## config.mk

```make
export PLATFORM = sky130hd
export DESIGN_NAME = control_unit
export DESIGN_NICKNAME = d
export VERILOG_FILES = /design/src/rtl/control_pkg.sv /design/src/rtl/cond_check.sv /design/src/rtl/control_unit.sv
export SDC_FILE = /design/constraint.sdc
export NUM_CORES = 1
export LEC_CHECK = 0
export ABC_AREA = 0
export CORE_MARGIN = 1.5
export CORE_UTILIZATION = 40
export CTS_CLUSTER_SIZE = 25
export DETAILED_ROUTE_END_ITERATION = 8
export GPL_ROUTABILITY_DRIVEN = 0
export PLACE_DENSITY = 0.86
export SLEW_MARGIN = 40
export SYNTH_ARGS = -nofsm -noshare
export SYNTH_HDL_FRONTEND = slang
export SYNTH_HIERARCHICAL = 1
export SYNTH_SLANG_ARGS = --single-unit
```

## constraint.sdc

```tcl
create_clock -name clk -period 3.9 [get_ports clk]
set_clock_uncertainty 0.2 [all_clocks]
set_input_delay 0.585 -clock clk [delete_from_list [all_inputs] [get_ports clk]]
set_output_delay 0.585 -clock clk [all_outputs]
set_load 0.02 [all_outputs]
```

## src/rtl/control_pkg.sv

```systemverilog
// control_pkg: shared encodings for the control unit.
package control_pkg;
  typedef enum logic [2:0] {
    ALU_ADD = 3'b000,
    ALU_SUB = 3'b001,
    ALU_AND = 3'b010,
    ALU_ORR = 3'b011,
    ALU_MOV = 3'b100
  } alu_ctrl_t;
  localparam logic [1:0] OP_DP  = 2'b00;
  localparam logic [1:0] OP_MEM = 2'b01;
  localparam logic [1:0] OP_BR  = 2'b10;
  localparam logic [3:0] CMD_AND = 4'b0000;
  localparam logic [3:0] CMD_SUB = 4'b0010;
  localparam logic [3:0] CMD_ADD = 4'b0100;
  localparam logic [3:0] CMD_CMP = 4'b1010;
  localparam logic [3:0] CMD_ORR = 4'b1100;
  localparam logic [3:0] CMD_MOV = 4'b1101;
  localparam logic [3:0] COND_EQ = 4'b0000;
  localparam logic [3:0] COND_NE = 4'b0001;
  localparam logic [3:0] COND_CS = 4'b0010;
  localparam logic [3:0] COND_CC = 4'b0011;
  localparam logic [3:0] COND_MI = 4'b0100;
  localparam logic [3:0] COND_PL = 4'b0101;
  localparam logic [3:0] COND_VS = 4'b0110;
  localparam logic [3:0] COND_VC = 4'b0111;
  localparam logic [3:0] COND_HI = 4'b1000;
  localparam logic [3:0] COND_LS = 4'b1001;
  localparam logic [3:0] COND_GE = 4'b1010;
  localparam logic [3:0] COND_LT = 4'b1011;
  localparam logic [3:0] COND_GT = 4'b1100;
  localparam logic [3:0] COND_LE = 4'b1101;
  localparam logic [3:0] COND_AL = 4'b1110;
endpackage

```

## src/rtl/cond_check.sv

```systemverilog
// cond_check: evaluates a condition field against {N,Z,C,V}.
module cond_check
  import control_pkg::*;
(
  input  logic [3:0] cond,
  input  logic [3:0] flags,
  output logic       pass
);
  logic n, z, c, v;
  assign {n, z, c, v} = flags;
  always_comb begin
    case (cond)
      COND_EQ: pass = z;
      COND_NE: pass = !z;
      COND_CS: pass = c;
      COND_CC: pass = !c;
      COND_MI: pass = n;
      COND_PL: pass = !n;
      COND_VS: pass = v;
      COND_VC: pass = !v;
      COND_HI: pass = c && !z;
      COND_LS: pass = !c || z;
      COND_GE: pass = n == v;
      COND_LT: pass = n != v;
      COND_GT: pass = !z && (n == v);
      COND_LE: pass = z || (n != v);
      COND_AL: pass = 1'b1;
      default: pass = 1'b0;
    endcase
  end
endmodule

```

## src/rtl/control_unit.sv

```systemverilog
// control_unit: combinational instruction decode with a conditional flag register.
module control_unit
  import control_pkg::*;
(
  input  logic        clk,
  input  logic        rst,
  input  logic [11:0] opcode,
  input  logic [3:0]  ALUFlags,
  output logic        MemToReg,
  output logic        MemWrite,
  output logic        branch,
  output logic [2:0]  ALUControl,
  output logic        ALUSrc,
  output logic        RegDst,
  output logic        RegWrite,
  output logic [3:0]  Flags
);
  logic [1:0] op;
  logic [3:0] cmd;
  logic imm, s, pass, en, dp_ok;
  logic rw, mw, br, upd;
  alu_ctrl_t alu;
  assign op  = opcode[7:6];
  assign imm = opcode[5];
  assign cmd = opcode[4:1];
  assign s   = opcode[0];
  assign dp_ok = cmd == CMD_ADD || cmd == CMD_SUB || cmd == CMD_AND ||
                 cmd == CMD_ORR || cmd == CMD_MOV || cmd == CMD_CMP;
  cond_check u_cond (.cond(opcode[11:8]), .flags(Flags), .pass(pass));
  always_comb begin
    alu = ALU_ADD;
    ALUSrc = 1'b0;
    RegDst = 1'b0;
    MemToReg = 1'b0;
    rw = 1'b0;
    mw = 1'b0;
    br = 1'b0;
    upd = 1'b0;
    case (op)
      OP_DP: if (dp_ok) begin
        alu = cmd == CMD_ADD ? ALU_ADD :
              (cmd == CMD_SUB || cmd == CMD_CMP) ? ALU_SUB :
              cmd == CMD_AND ? ALU_AND :
              cmd == CMD_ORR ? ALU_ORR : ALU_MOV;
        ALUSrc = imm;
        rw = cmd != CMD_CMP;
        upd = s || cmd == CMD_CMP;
      end
      // I=0 selects the immediate offset for memory instructions
      OP_MEM: begin
        alu = opcode[3] ? ALU_ADD : ALU_SUB;
        ALUSrc = !imm;
        MemToReg = s;
        RegDst = !s;
        rw = s;
        mw = !s;
      end
      OP_BR: if (!opcode[4]) begin
        br = 1'b1;
        ALUSrc = 1'b1;
      end
      default: ;
    endcase
  end
  assign en = pass && !rst;
  assign ALUControl = alu;
  assign RegWrite = rw && en;
  assign MemWrite = mw && en;
  assign branch = br && en;
  always_ff @(posedge clk)
    if (rst) Flags <= 4'b0000;
    else if (upd && pass) Flags <= ALUFlags;
endmodule

```

==> reports/qor.json, run 1 <==
{
  "outcome": {"value": "completed"},
  "use_met1": {"value": 24.5, "unit": "%"},
  "largest_register_ffs": {"value": 4},
  "yosys_warnings": {"value": 6},
  "synth_fp_nets": {"value": 94},
  "cts-root-buf": {"value": "clkbuf_4"},
  "synthAdderAreaFrac": {"value": 0, "unit": "%"},
  "postRouteAntennaNets": {"value": 0},
  "yosys_register_bits": {"value": 4},
  "hpwlAfterDp": {"value": 1150, "unit": "um"},
  "synth_top_area_share": {"value": 14.2, "unit": "%"},
  "final_common_cell": {"value": "clkdlybuf4s50_1"},
  "p_per_area": {"value": 184, "unit": "nW/um2"},
  "min_path_cells": {"value": 2},
  "total_power": {"value": 166, "unit": "uW"},
  "worst-endpoint-required": {"value": 3.12, "unit": "ns"},
  "path_max_fanout": {"value": 8},
  "netlist_area": {"value": 566, "unit": "um2"},
  "reg.largest.list": {"value": "Flags x4"},
  "yosys-top-cells-area": {"value": "dfxtp_1 14%, nand2b_1 13%, mux2i_1 8.8%"},
  "worst-r2r-setup-slack": {"value": 1.88, "unit": "ns"},
  "dieHeight": {"value": 40.6, "unit": "um"},
  "final-max-slew-violation-count": {"value": 0},
  "design.portCount": {"value": 31},
  "overall_routed_net_length": {"value": 1550, "unit": "um"},
  "post-cts-setup-buffers": {"value": 0},
  "start_to_end_type_of_the_worst_setup_path": {"value": "in2out"},
  "peakVddDrop": {"value": 133, "unit": "uV"},
  "insertedDiodeCount": {"value": 0},
  "setup_viol": {"value": 0},
  "numClockSinks": {"value": 4},
  "worst_slew_pin_slew": {"value": 0.371, "unit": "ns"},
  "cts_resized": {"value": 0},
  "dp_slack": {"value": 0.262, "unit": "ns"},
  "finalHoldViolCount": {"value": 0},
  "grt.overflow.total": {"value": 0},
  "numPortBuffers": {"value": 30},
  "critical_path.cell_chain": {"value": "clkdlybuf4s50_1 -> or2b_1 -> o31ai_1 -> a211o_1 -> a211o_1 -> nand2b_1 -> nor4_1 -> clkdlybuf4s50_1"},
  "cts.htree.levels": {"value": 1},
  "busiest_layer": {"value": "met2"},
  "crit_path_top_delay_cell": {"value": "clkdlybuf4s50_1"},
  "muxShareOfSynthArea": {"value": 11.5, "unit": "%"},
  "filler_cell_count": {"value": 111},
  "routed_via_density": {"value": 5.61},
  "number_of_antenna_violations_at_the_first_check_in_global_routing": {"value": 0},
  "num_rows": {"value": 13},
  "cp.arrival": {"value": 2.86, "unit": "ns"},
  "synthXorXnorAreaFrac": {"value": 4.42, "unit": "%"},
  "global_route.usage.total": {"value": 20.5, "unit": "%"},
  "synth.lib_cells_used.distinct": {"value": 34},
  "path_clk_slew": {"value": 0.03, "unit": "ns"},
  "synth-compound-area-share": {"value": 24.8, "unit": "%"},
  "timing.rr.end": {"value": "Flags[1]"},
  "min_to": {"value": "Flags[2]"},
  "layout.area.seq": {"value": 80.1, "unit": "um2"},
  "drt-pass1-iter-count": {"value": 4},
  "synth_area_leader_cell": {"value": "dfxtp_1"},
  "tritoncts": {"value": "built"},
  "cp-start-kind": {"value": "input pin"},
  "coreArea": {"value": 1320, "unit": "um2"},
  "yosysSeqAreaShare": {"value": 14.2, "unit": "%"},
  "area_occupied_by_multi_input_gates": {"value": 469, "unit": "um2"},
  "syn2layout_area_growth": {"value": 58.8, "unit": "%"},
  "rsz0062_at_grt": {"value": "no"},
  "routed-via-count": {"value": 685},
  "syn_inst": {"value": 76},
  "cap_viol_max_count": {"value": 0},
  "detail_route.wl_per_cell": {"value": 12.7, "unit": "um"},
  "holdCritStartpoint": {"value": "Flags[2]"},
  "grt_first_pass_wirelength": {"value": 2260, "unit": "um"},
  "post_route_cells_drive_above_1_share": {"value": 7.48, "unit": "%"},
  "finalNetCount": {"value": 127},
  "critPathCaptureType": {"value": "output port"},
  "die_area": {"value": 1650, "unit": "um2"},
  "cts.path.max_buffers": {"value": 2},
  "timing.rr.start": {"value": "Flags[3]"},
  "global_route.usage.met3": {"value": 5.56, "unit": "%"},
  "power.leakage": {"value": 0.000326, "unit": "uW"},
  "hold_class": {"value": "reg2reg"},
  "finish.instance_area": {"value": 898, "unit": "um2"},
  "post_synth_and_or_nand_nor_area_fraction": {"value": 42.3, "unit": "%"},
  "min_period_over_period": {"value": 93.5, "unit": "%"},
  "grt_start_max_net_pins": {"value": 10},
  "initial_core_util": {"value": 42.9, "unit": "%"},
  "cts-hold-fix-buffers": {"value": 0},
  "dominant_combinational_cell_family_by_area_after_synthesis": {"value": "simple AND/OR/NAND/NOR gates"},
  "grt_pass1_vias": {"value": 533},
  "final_cell_mix": {"value": "30 x clkdlybuf4s50_1, 12 x nand2b_1, 9 x nor2_1, 5 x mux2i_1"},
  "grt.met2_usage": {"value": 36.9, "unit": "%"},
  "cts_buffers": {"value": 3},
  "detail_route.iter0.violations": {"value": 14},
  "regMostFlops": {"value": "Flags"},
  "insertion_delay": {"value": 0.24, "unit": "ns"},
  "die_width": {"value": 40.6, "unit": "um"},
  "number_of_cells_traversed_by_the_worst_register_to_register_path": {"value": 7},
  "clock.fmax": {"value": 0.274, "unit": "GHz"},
  "detailed_place.area": {"value": 876, "unit": "um2"},
  "postLayoutSetupSlackWorst": {"value": 0.253, "unit": "ns"},
  "drt_drc_violations_left": {"value": 0},
  "critical-path-max-stage-delay": {"value": 0.65, "unit": "ns"},
  "fin_tns_setup": {"value": 0, "unit": "ns"},
  "min_period": {"value": 3.65, "unit": "ns"},
  "synth_area_per_cell": {"value": 7.44, "unit": "um2"},
  "slew-limit-headroom": {"value": 75.1, "unit": "%"}
}
[synthesized netlist by cell type, drive strengths merged]
| library cell | number |
|---|---|
| a211o | 2 |
| a21oi | 4 |
| a221oi | 1 |
| a22oi | 1 |
| a2bb2oi | 1 |
| a31oi | 2 |
| and2 | 1 |
| and3 | 1 |
| and3b | 1 |
| and4b | 1 |
| buf | 1 |
| clkbuf | 1 |
| dfxtp | 4 |
| inv | 2 |
| mux2 | 1 |
| mux2i | 5 |
| nand2 | 4 |
| nand2b | 12 |
| nor2 | 9 |
| nor2b | 2 |
| nor3 | 4 |
| nor3b | 2 |
| nor4 | 1 |
| nor4b | 1 |
| o211ai | 2 |
| o21a | 1 |
| o21ai | 2 |
| o22ai | 2 |
| o31ai | 2 |
| or2b | 1 |
| xnor2 | 1 |
| xor2 | 1 |
[through the flow]
stage               std cells  hold slack [ns]  utilization [%]
detailed placement        119            0.307             66.5
floorplan                  76            0.374                -
finish                    122            0.356             68.2
CTS                       122            0.352             68.2
global placement          119            0.295             66.5
global route              122            0.380             68.2
[metal layers]
metal	up-vias	part of all wire [%]
met2	20	51
met4	0	0
met3	0	4.8
met5	-	0
met1	320	44
li1	345	-
[layout make-up]
class	instances	share of cell area, %
clock buffers	3	2.51
inverters	2	0.836
multi-input cells	68	52.2
flip-flops and latches	4	8.91
well taps	15	2.09
repair buffers	30	33.4
[critical path: cells and delay by family]
family,cells,cell delay [ns]
AO/OA/AOI/OAI,3,0.46
buffers and inverters,2,1.27
AND/OR/NAND/NOR,3,0.54
[where the power goes]
part / leakage [uW] / internal [uW] / switching (uW)
registers: 0.0000323 / 41.8 / 1.22
clock network: 0.0000138 / 34.4 / 17.2
logic: 0.000280 / 38.1 / 32.8
total: 0.000326 / 114 / 51.3
[logic make-up after synthesis]
| kind of cell | after synthesis |
|---|---|
| AO/OA/AOI/OAI | 20 |
| flip-flops | 4 |
| XOR/XNOR | 2 |
| multiplexers | 6 |
| buffers and inverters | 4 |
| AND/OR/NAND/NOR | 40 |
[how the worst max path moves through the flow]
stage                from  depth (start not counted)  slack [ns]  endpoint
2_1_floorplan  opcode[11]                          7        1.02    branch
3_3_place_gp   opcode[10]                          8        0.32    branch
3_5_place_dp   opcode[10]                          8        0.26    branch
4_1_cts        opcode[10]                          8        0.25    branch
5_1_grt        opcode[10]                          8        0.11    branch
6_report       opcode[10]                          8        0.25    branch
Note: power is estimated with default switching activity, not from simulation.
==> run 2: changes to the inputs <==
--- a/config.mk
+++ b/config.mk
@@ -6,12 +6,14 @@
 export NUM_CORES = 1
 export LEC_CHECK = 0
 export ABC_AREA = 0
+export CELL_PAD_IN_SITES_DETAIL_PLACEMENT = 1
+export CELL_PAD_IN_SITES_GLOBAL_PLACEMENT = 2
 export CORE_MARGIN = 1.5
-export CORE_UTILIZATION = 40
+export CORE_UTILIZATION = 20
 export CTS_CLUSTER_SIZE = 25
 export DETAILED_ROUTE_END_ITERATION = 8
 export GPL_ROUTABILITY_DRIVEN = 0
-export PLACE_DENSITY = 0.86
+export PLACE_DENSITY = 0.85
 export SLEW_MARGIN = 40
 export SYNTH_ARGS = -nofsm -noshare
 export SYNTH_HDL_FRONTEND = slang
==> run 2 against run 1 <==
Count of clock-buffer cells in the layout unchanged. Setup slack got worse by 0.027 ns. Die area up 91%. Core utilization decreased by 34 points. Routed wire length is 20% higher. Critical path type unchanged. Critical endpoint unchanged.
==> reports/qor.json, run 2 (synthesized netlist as in run 1, its figures left out) <==
{
  "critPathCaptureType": {"value": "output port"},
  "cp-start-kind": {"value": "input pin"},
  "m1WireLength": {"value": 783, "unit": "um"},
  "num_rows": {"value": 19},
  "cts_buffers": {"value": 3},
  "route.met3.wl": {"value": 94, "unit": "um"},
  "final_cell_mix": {"value": "30 x clkdlybuf4s50_1, 12 x nand2b_1, 9 x nor2_1, 5 x mux2i_1"},
  "largest_register_ffs": {"value": 4},
  "drt-pass1-iter-count": {"value": 3},
  "postRouteAntennaNets": {"value": 0},
  "cts_resized": {"value": 0},
  "worst-endpoint-required": {"value": 3.12, "unit": "ns"},
  "fin_tns_setup": {"value": 0, "unit": "ns"},
  "die_area": {"value": 3160, "unit": "um2"},
  "dieHeight": {"value": 56.2, "unit": "um"},
  "filler_cell_count": {"value": 347},
  "critical_path.cell_chain": {"value": "clkdlybuf4s50_1 -> or2b_1 -> o31ai_1 -> a211o_1 -> a211o_1 -> nand2b_1 -> nor4_1 -> clkdlybuf4s50_1"},
  "overall_routed_net_length": {"value": 1860, "unit": "um"},
  "finalHoldViolCount": {"value": 0},
  "clock.fmax": {"value": 0.272, "unit": "GHz"},
  "grt_first_pass_wirelength": {"value": 3140, "unit": "um"},
  "cp.arrival": {"value": 2.89, "unit": "ns"},
  "insertedDiodeCount": {"value": 0},
  "path_clk_slew": {"value": 0.03, "unit": "ns"},
  "outcome": {"value": "completed"},
  "numClockSinks": {"value": 4},
  "path_max_fanout": {"value": 8},
  "hold_class": {"value": "reg2reg"},
  "grt.overflow.total": {"value": 0},
  "min_period": {"value": 3.67, "unit": "ns"},
  "final_common_cell": {"value": "clkdlybuf4s50_1"},
  "detail_route.iter0.violations": {"value": 11},
  "worst_path_dominant_cell_family": {"value": "buffers and inverters"},
  "reg.largest.list": {"value": "Flags x4"},
  "setup_viol": {"value": 0},
  "slew-limit-headroom": {"value": 77.5, "unit": "%"},
  "critical-path-max-stage-delay": {"value": 0.65, "unit": "ns"},
  "cts.htree.levels": {"value": 1},
  "hpwlAfterDp": {"value": 1520, "unit": "um"},
  "tritoncts": {"value": "built"},
  "design.portCount": {"value": 31},
  "post-cts-setup-buffers": {"value": 0},
  "min_period_over_period": {"value": 94.2, "unit": "%"},
  "p_per_area": {"value": 181, "unit": "nW/um2"},
  "final-max-slew-violation-count": {"value": 0},
  "crit_path_top_delay_cell": {"value": "clkdlybuf4s50_1"},
  "total_power": {"value": 166, "unit": "uW"},
  "number_of_antenna_violations_at_the_first_check_in_global_routing": {"value": 0},
  "grt_pass1_vias": {"value": 736},
  "post_route_cells_drive_above_1_share": {"value": 7.48, "unit": "%"},
  "routed-via-count": {"value": 689},
  "cts.path.max_buffers": {"value": 2},
  "critPathBufInv": {"value": 2},
  "detail_route.wl_per_cell": {"value": 13.5, "unit": "um"},
  "numPortBuffers": {"value": 30},
  "regMostFlops": {"value": "Flags"},
  "die_width": {"value": 56.2, "unit": "um"},
  "worst_slew_pin_slew": {"value": 0.335, "unit": "ns"},
  "routed_via_density": {"value": 4.99},
  "power.leakage": {"value": 0.000326, "unit": "uW"},
  "drt_drc_violations_left": {"value": 0},
  "dr_wl_met2": {"value": 986, "unit": "um"},
  "grt_start_max_net_pins": {"value": 10},
  "syn2layout_area_growth": {"value": 62.4, "unit": "%"},
  "topRoutingLayerUsed": {"value": "met3"},
  "insertion_delay": {"value": 0.24, "unit": "ns"},
  "coreArea": {"value": 2710, "unit": "um2"},
  "finalNetCount": {"value": 127},
  "start_to_end_type_of_the_worst_setup_path": {"value": "in2out"},
  "cts-hold-fix-buffers": {"value": 0},
  "initial_core_util": {"value": 20.9, "unit": "%"},
  "global_route.usage.total": {"value": 12.2, "unit": "%"},
  "cap_viol_max_count": {"value": 0},
  "peakVddDrop": {"value": 134, "unit": "uV"},
  "cts-root-buf": {"value": "clkbuf_4"},
  "rsz0062_at_grt": {"value": "no"}
}
run 2: cell counts in the layout (fill, tap and decap cells not counted):
Identical to the previous run, type by type.
run 2: tightest hold or removal path: stages (launching register included):
cell and delay [ns]:
dfxtp_1 0.33, nand2b_1 0.08, mux2i_1 0.06
run 2: cell type report:
type	count	area [um2]	area share, %
Inverter	2	7.51	0.817
Tap cell	31	38.8	4.22
Clock buffer	3	22.5	2.45
Timing Repair Buffer	30	300	32.7
Multi-Input combinational cell	68	469	51.1
Sequential cell	4	80.1	8.72
run 2: power by group:
group / switching, uW / internal [uW]
Sequential: 1.21 / 41.8
Combinational: 34.2 / 38.1
Clock: 16.5 / 34.4
run 2: final timing paths:
path,to,cells past startpoint,slack [ns],startpoint
max,branch,8,0.23,opcode[10]
min,Flags[1],2,0.32,Flags[1]
max reg2reg,Flags[0],7,1.90,Flags[3]
min reg2reg,Flags[1],2,0.32,Flags[1]
run 2: per-stage QoR:
stage,instance area (um2),worst slack [ns],hold slack (ns),util (%),cells
6_report,918,0.225,0.321,33.9,138
5_1_grt,918,0.0573,0.366,33.9,138
4_1_cts,918,0.223,0.331,33.9,138
3_5_place_dp,896,0.234,0.323,33.1,135
3_3_place_gp,896,0.282,0.308,33.1,135
2_1_floorplan,566,1.02,0.374,-,76
run 2: per-layer routing:
metal  GRT usage, %  vias to the layer above
met1           13.0                      324
met4           2.04                        0
met2           23.9                       22
met5              0                        -
met3           3.49                        0
li1               -                      343
==> run 3: changes to the inputs <==
--- a/config.mk
+++ b/config.mk
@@ -8,7 +8,6 @@
 export ABC_AREA = 0
 export CELL_PAD_IN_SITES_DETAIL_PLACEMENT = 1
 export CELL_PAD_IN_SITES_GLOBAL_PLACEMENT = 2
-export CORE_MARGIN = 1.5
 export CORE_UTILIZATION = 20
 export CTS_CLUSTER_SIZE = 25
 export DETAILED_ROUTE_END_ITERATION = 8
==> run 3 against run 2 <==
Combinational power shrank 0.7%. Cell count fell by 0.72%. Cell area shrank 0.14%. Global-route usage grew 1.0 points. Sequential share of layout area about the same. Largest power group unchanged. Setup slack lost 0.039 ns. Hold slack worse by 0.0094 ns. Register-to-register slack barely moved. Maximum frequency shrank 1.1%. Count of clock-buffer cells in the layout stayed put.
==> reports/qor.json, run 3 (synthesized netlist as in run 1, its figures left out) <==
{
  "insertion_delay": {"value": 0.24, "unit": "ns"},
  "cts_buffers": {"value": 3},
  "tritoncts": {"value": "built"},
  "share_comb_of_total_power": {"value": 42.9, "unit": "%"},
  "worstSetupStartpoint": {"value": "opcode[10]"},
  "number_of_antenna_violations_at_the_first_check_in_global_routing": {"value": 0},
  "cp-start-kind": {"value": "input pin"},
  "finalHoldViolCount": {"value": 0},
  "regMostFlops": {"value": "Flags"},
  "dieHeight": {"value": 55.2, "unit": "um"},
  "cp.arrival": {"value": 2.93, "unit": "ns"},
  "numClockSinks": {"value": 4},
  "timing.rr.start": {"value": "Flags[3]"},
  "routed-via-count": {"value": 698},
  "detail_route.wl_per_cell": {"value": 13.0, "unit": "um"},
  "cts-hold-fix-buffers": {"value": 0},
  "design.portCount": {"value": 31},
  "worst_slew_pin_slew": {"value": 0.353, "unit": "ns"},
  "clock_power_share": {"value": 31.5, "unit": "%"},
  "layout.area.seq": {"value": 80.1, "unit": "um2"},
  "worst_path_dominant_cell_family": {"value": "buffers and inverters"},
  "final_common_cell": {"value": "clkdlybuf4s50_1"},
  "coreArea": {"value": 2570, "unit": "um2"},
  "p_sw_share": {"value": 31.7, "unit": "%"},
  "cp_num_cells": {"value": 8},
  "cts-root-buf": {"value": "clkbuf_4"},
  "fin_tns_setup": {"value": 0, "unit": "ns"},
  "dp_slack": {"value": 0.192, "unit": "ns"},
  "peakVddDrop": {"value": 95.5, "unit": "uV"},
  "postLayoutSetupSlackWorst": {"value": 0.186, "unit": "ns"},
  "postRouteAntennaNets": {"value": 0},
  "detail_route.iter0.violations": {"value": 7},
  "final_cell_mix": {"value": "30 x clkdlybuf4s50_1, 12 x nand2b_1, 9 x nor2_1, 5 x mux2i_1"},
  "worst-endpoint-required": {"value": 3.12, "unit": "ns"},
  "critical-path-max-stage-delay": {"value": 0.65, "unit": "ns"},
  "critPathCaptureType": {"value": "output port"},
  "cts.path.max_buffers": {"value": 2},
  "largest_register_ffs": {"value": 4},
  "path_max_fanout": {"value": 8},
  "slew-limit-headroom": {"value": 76.4, "unit": "%"},
  "path_clk_slew": {"value": 0.04, "unit": "ns"},
  "drt_drc_violations_left": {"value": 0},
  "power.leakage": {"value": 0.000326, "unit": "uW"},
  "routed_via_density": {"value": 5.09},
  "die_width": {"value": 55.2, "unit": "um"},
  "grt_first_pass_wirelength": {"value": 2780, "unit": "um"},
  "p_int": {"value": 114, "unit": "uW"},
  "syn2layout_area_growth": {"value": 62.2, "unit": "%"},
  "p_per_area": {"value": 183, "unit": "nW/um2"},
  "start_to_end_type_of_the_worst_setup_path": {"value": "in2out"},
  "cts.htree.levels": {"value": 1},
  "critical_path.cell_chain": {"value": "clkdlybuf4s50_1 -> or2b_1 -> o31ai_1 -> a211o_1 -> a211o_1 -> nand2b_1 -> nor4_1 -> clkdlybuf4s50_1"},
  "global_route.usage.total": {"value": 13.3, "unit": "%"},
  "setup_viol": {"value": 0},
  "critPathBufInv": {"value": 2},
  "grt.overflow.total": {"value": 0},
  "grt_pass1_vias": {"value": 700},
  "die_area": {"value": 3040, "unit": "um2"},
  "numPortBuffers": {"value": 30},
  "timing.rr.end": {"value": "Flags[2]"},
  "cap_viol_max_count": {"value": 0},
  "insertedDiodeCount": {"value": 0},
  "worst-r2r-setup-slack": {"value": 1.89, "unit": "ns"},
  "post_route_cells_drive_above_1_share": {"value": 7.48, "unit": "%"},
  "num_rows": {"value": 18},
  "total_power": {"value": 168, "unit": "uW"},
  "finalNetCount": {"value": 127},
  "grt_start_max_net_pins": {"value": 10},
  "final-max-slew-violation-count": {"value": 0},
  "post-cts-setup-buffers": {"value": 0},
  "cts_resized": {"value": 0},
  "hold_class": {"value": "reg2reg"},
  "filler_cell_count": {"value": 331},
  "min_period_over_period": {"value": 95.2, "unit": "%"},
  "timing.critical_path.to": {"value": "branch"},
  "overall_routed_net_length": {"value": 1780, "unit": "um"},
  "clock.fmax": {"value": 0.269, "unit": "GHz"},
  "initial_core_util": {"value": 22.0, "unit": "%"},
  "drt-pass1-iter-count": {"value": 4},
  "outcome": {"value": "completed"},
  "area_occupied_by_multi_input_gates": {"value": 469, "unit": "um2"},
  "hpwlAfterDp": {"value": 1410, "unit": "um"},
  "detailed_place.area": {"value": 895, "unit": "um2"},
  "rsz0062_at_grt": {"value": "no"},
  "pwr-share-seq": {"value": 25.7, "unit": "%"},
  "crit_path_top_delay_cell": {"value": "clkdlybuf4s50_1"},
  "number_of_cells_traversed_by_the_worst_register_to_register_path": {"value": 7},
  "reg.largest.list": {"value": "Flags x4"},
  "min_period": {"value": 3.71, "unit": "ns"},
  "finish.instance_area": {"value": 917, "unit": "um2"},
  "netSwitchingPower": {"value": 53.1, "unit": "uW"}
}
## run 3: power groups by stage
stage / clock [uW] / sequential [uW] / combinational (uW)
after global routing: 60.1 / 43.1 / 78.1
after global placement: 0 / 43.6 / 70.5
after CTS: 55.0 / 43.0 / 72.6
after floorplan: 0 / 44.2 / 34.6
final: 52.7 / 43.0 / 71.8
after detailed placement: 0 / 43.6 / 72.1
## run 3: tightest hold or removal path, stage by stage, from the launching register on
cell and delay, ns:
dfxtp_1 0.33, nand2b_1 0.08, mux2i_1 0.06
## run 3: through the flow
step / utilization (%) / instances / hold slack, ns
global placement: 34.8 / 134 / 0.295
global route: 35.7 / 137 / 0.365
CTS: 35.7 / 137 / 0.320
floorplan: - / 76 / 0.374
finish: 35.7 / 137 / 0.312
detailed placement: 34.8 / 134 / 0.311
## run 3: cell type report
| class | count | area share [%] |
|---|---|---|
| clock buffer | 3 | 2.46 |
| inverter | 2 | 0.819 |
| multi-input combinational | 68 | 51.2 |
| sequential | 4 | 8.73 |
| tap | 30 | 4.09 |
| timing repair buffer | 30 | 32.7 |
## run 3: worst min path at each step
stage,startpoint,endpoint,slack [ns],depth (start not counted)
2_1_floorplan,Flags[1],Flags[1],0.37,2
3_3_place_gp,Flags[1],Flags[1],0.29,2
3_5_place_dp,Flags[1],Flags[1],0.31,2
4_1_cts,Flags[1],Flags[1],0.32,2
5_1_grt,Flags[1],Flags[1],0.37,2
6_report,Flags[1],Flags[1],0.31,2
## run 3: routing by layer
metal  up-vias  share of wire (%)  track usage [%]
met3         5                5.4             3.83
met1       323                 46             14.2
li1        343                  -                -
met2        27                 46             22.5
met4         0                2.6             8.75
met5         -                  0                0
==> RTL edit (settings of run 3) <==
Add an input register stage for `opcode` and `ALUFlags`, without a reset; this delays them by one clock.
--- a/src/rtl/control_unit.sv
+++ b/src/rtl/control_unit.sv
@@ -16,4 +16,13 @@
   output logic [3:0]  Flags
 );
+
+  logic [11:0] opcode_q;
+  logic [3:0] ALUFlags_q;
+
+  always_ff @(posedge clk) begin
+    opcode_q   <= opcode;
+    ALUFlags_q <= ALUFlags;
+  end
+
   logic [1:0] op;
   logic [3:0] cmd;
@@ -21,11 +30,11 @@
   logic rw, mw, br, upd;
   alu_ctrl_t alu;
-  assign op  = opcode[7:6];
-  assign imm = opcode[5];
-  assign cmd = opcode[4:1];
-  assign s   = opcode[0];
+  assign op  = opcode_q[7:6];
+  assign imm = opcode_q[5];
+  assign cmd = opcode_q[4:1];
+  assign s   = opcode_q[0];
   assign dp_ok = cmd == CMD_ADD || cmd == CMD_SUB || cmd == CMD_AND ||
                  cmd == CMD_ORR || cmd == CMD_MOV || cmd == CMD_CMP;
-  cond_check u_cond (.cond(opcode[11:8]), .flags(Flags), .pass(pass));
+  cond_check u_cond (.cond(opcode_q[11:8]), .flags(Flags), .pass(pass));
   always_comb begin
     alu = ALU_ADD;
@@ -49,5 +58,5 @@
       // I=0 selects the immediate offset for memory instructions
       OP_MEM: begin
-        alu = opcode[3] ? ALU_ADD : ALU_SUB;
+        alu = opcode_q[3] ? ALU_ADD : ALU_SUB;
         ALUSrc = !imm;
         MemToReg = s;
@@ -56,5 +65,5 @@
         mw = !s;
       end
-      OP_BR: if (!opcode[4]) begin
+      OP_BR: if (!opcode_q[4]) begin
         br = 1'b1;
         ALUSrc = 1'b1;
@@ -70,5 +79,5 @@
   always_ff @(posedge clk)
     if (rst) Flags <= 4'b0000;
-    else if (upd && pass) Flags <= ALUFlags;
+    else if (upd && pass) Flags <= ALUFlags_q;
 endmodule
 
Function: changed (Yosys sat finds a counterexample within 4 cycles, from zero or initial values and one cycle with rst high).
==> RTL edit against run 3 <==
Wire length up 29%. Largest power group is now sequential cells. Sequential cell count up 16. Synthesized cell count up 25%. Setup slack better by 0.48 ns. Power rose to 2.7 times the old value. Die area up 59%. Synthesized area up 61%. Cell area up 42%. Sequential power rose to 5.3 times the old value.
==> RTL edit: results (changes against run 3) <==
[place]
io_buffers=30  ; unchanged
dp_hpwl_um=1810  ; was 1410 um
dpl_worst_slack_ns=0.948  ; was 0.192 ns
placed_cell_area_mm2=0.00124  ; was 895 um2
post-place-cells=173  ; was 134

[logic_synthesis]
yosys_warnings=6  ; unchanged
synth-seq-area-share_pct=44.0  ; was 14.2%
syn_nets=113  ; was 94
yosys_most_used_dff=dfxtp_1  ; unchanged
synthTopCellsByArea=dfxtp_1, nand2b_1, mux2i_1  ; unchanged
post-synth-top-count-cell=dfxtp_1  ; was nand2b_1
syn_avg_cell_area_um2=9.59  ; was 7.44 um2
yosys-top-cells-count=dfxtp_1, nand2b_1, nor2_1  ; was nand2b_1, nor2_1, mux2i_1
yosysUniqueCellTypes=35  ; was 34
synthArstFlopShare_pct=0  ; unchanged

[grt]
grt_pass1_vias=820  ; was 700
grt_max_degree=12  ; was 10
grt_usage_pct=10.0  ; was 13.3%
grt_pass1_wl_um=3820  ; was 2780 um
antenna_found_initial=0  ; unchanged

[power_and_ir_drop]
p_switching_uw=106  ; was 53.1 uW
peakVddDrop_mv=0.127  ; was 0.0955 mV
leakage_nw=0.478  ; was 0.326 nW

[drt]
first_pass_iters=2  ; was 4
drt-total-wl_um=2300  ; was 1780 um
drtIter0Drc=19  ; was 7
vias=802  ; was 698

[sta]
tightest_slew_ns=0.325  ; was 0.353 ns

[critical_path]
critPathMaxFanout=8  ; unchanged
cp_slowest_stage_delay_ns=0.63  ; was 0.65 ns
crit_path_top_delay_cell=clkdlybuf4s50_1  ; unchanged
arrival_ns=2.45  ; was 2.93 ns

[clock_tree]
clockBufferDepth=2  ; unchanged
postCtsSetupBuffers=0  ; unchanged
clk_pin_slew_ns=0.07  ; was 0.04 ns
cts_resized=0  ; unchanged
clk_latency_ns=0.26  ; was 0.24 ns
root_buffer=clkbuf_8  ; was clkbuf_4
h-tree-depth=1  ; unchanged
cts_buffers=3  ; unchanged

[finish]
nets=144  ; was 127
final_cells=177  ; was 137
drive_above_1_share_pct=6.40  ; was 7.48%
largestRegisters=opcode_q (12), ALUFlags_q (4), Flags (4)  ; was Flags (4)
fin_util_pct=29.9  ; was 35.7%
diodes=0  ; unchanged
n_fill_cell=490  ; was 331

[outcome]
outcome=complete, no violations  ; unchanged

[worst_hold_path]
holdCritPathClass=flip-flop to flip-flop  ; unchanged

RTL edit: cell families (layout without fill, tap and decap cells):
family                    after synthesis  after routing  synth area share (%)
AOI/OAI and AO/OA                      19             19                  14.8
and+or+nand+nor                        41             41                  26.8
buffers and inverters                   7             37                  4.67
muxes                                   5              5                  6.04
DFF                                    20             20                  44.0
xor gates and xnor gates                3              3                  3.71
RTL edit: worst paths after layout:
kind,start,end,slack (ns),depth (start not counted)
setup / recovery,opcode_q[10],MemWrite,0.66,7
hold / removal,ALUFlags_q[1],Flags[1],0.28,2
setup reg to reg,opcode_q[10],Flags[3],1.68,7
hold reg to reg,ALUFlags_q[1],Flags[1],0.28,2
RTL edit: final cells by class:
cell class / instances / share of cell area (%)
timing repair buffer: 30 / 23.1
multi-input combinational: 68 / 36.0
sequential: 20 / 30.8
clock buffer: 4 / 4.23
tap: 52 / 5.00
inverter: 3 / 0.866
RTL edit: routing by layer:
layer / vias to the layer above / part of all wire (%) / routed length, um / track usage (%)
li1: 395 / - / - / -
met1: 385 / 42 / 964 / 10.6
met2: 22 / 52 / 1200 / 18.9
met3: 0 / 5.8 / 134 / 3.92
met4: 0 / 0 / 0 / 1.36
met5: - / 0 / 0 / 0
RTL edit: worst max-delay path: cells and delay by family, from the launching register on:
family | cells | cell delay, ns
AND/OR/NAND/NOR | 3 | 0.54
buffers and inverters | 1 | 0.63
flip-flops | 1 | 0.49
AO/OA/AOI/OAI | 3 | 0.54
RTL edit: power groups by stage:
stage                     Clock (mW)  Sequential, mW  Combinational [mW]
after detailed placement           0           0.232              0.0623
after floorplan                    0           0.226              0.0375
after CTS                      0.166           0.227              0.0626
after global routing           0.177           0.229              0.0669
after global placement             0           0.231              0.0604
final                          0.159           0.227              0.0616
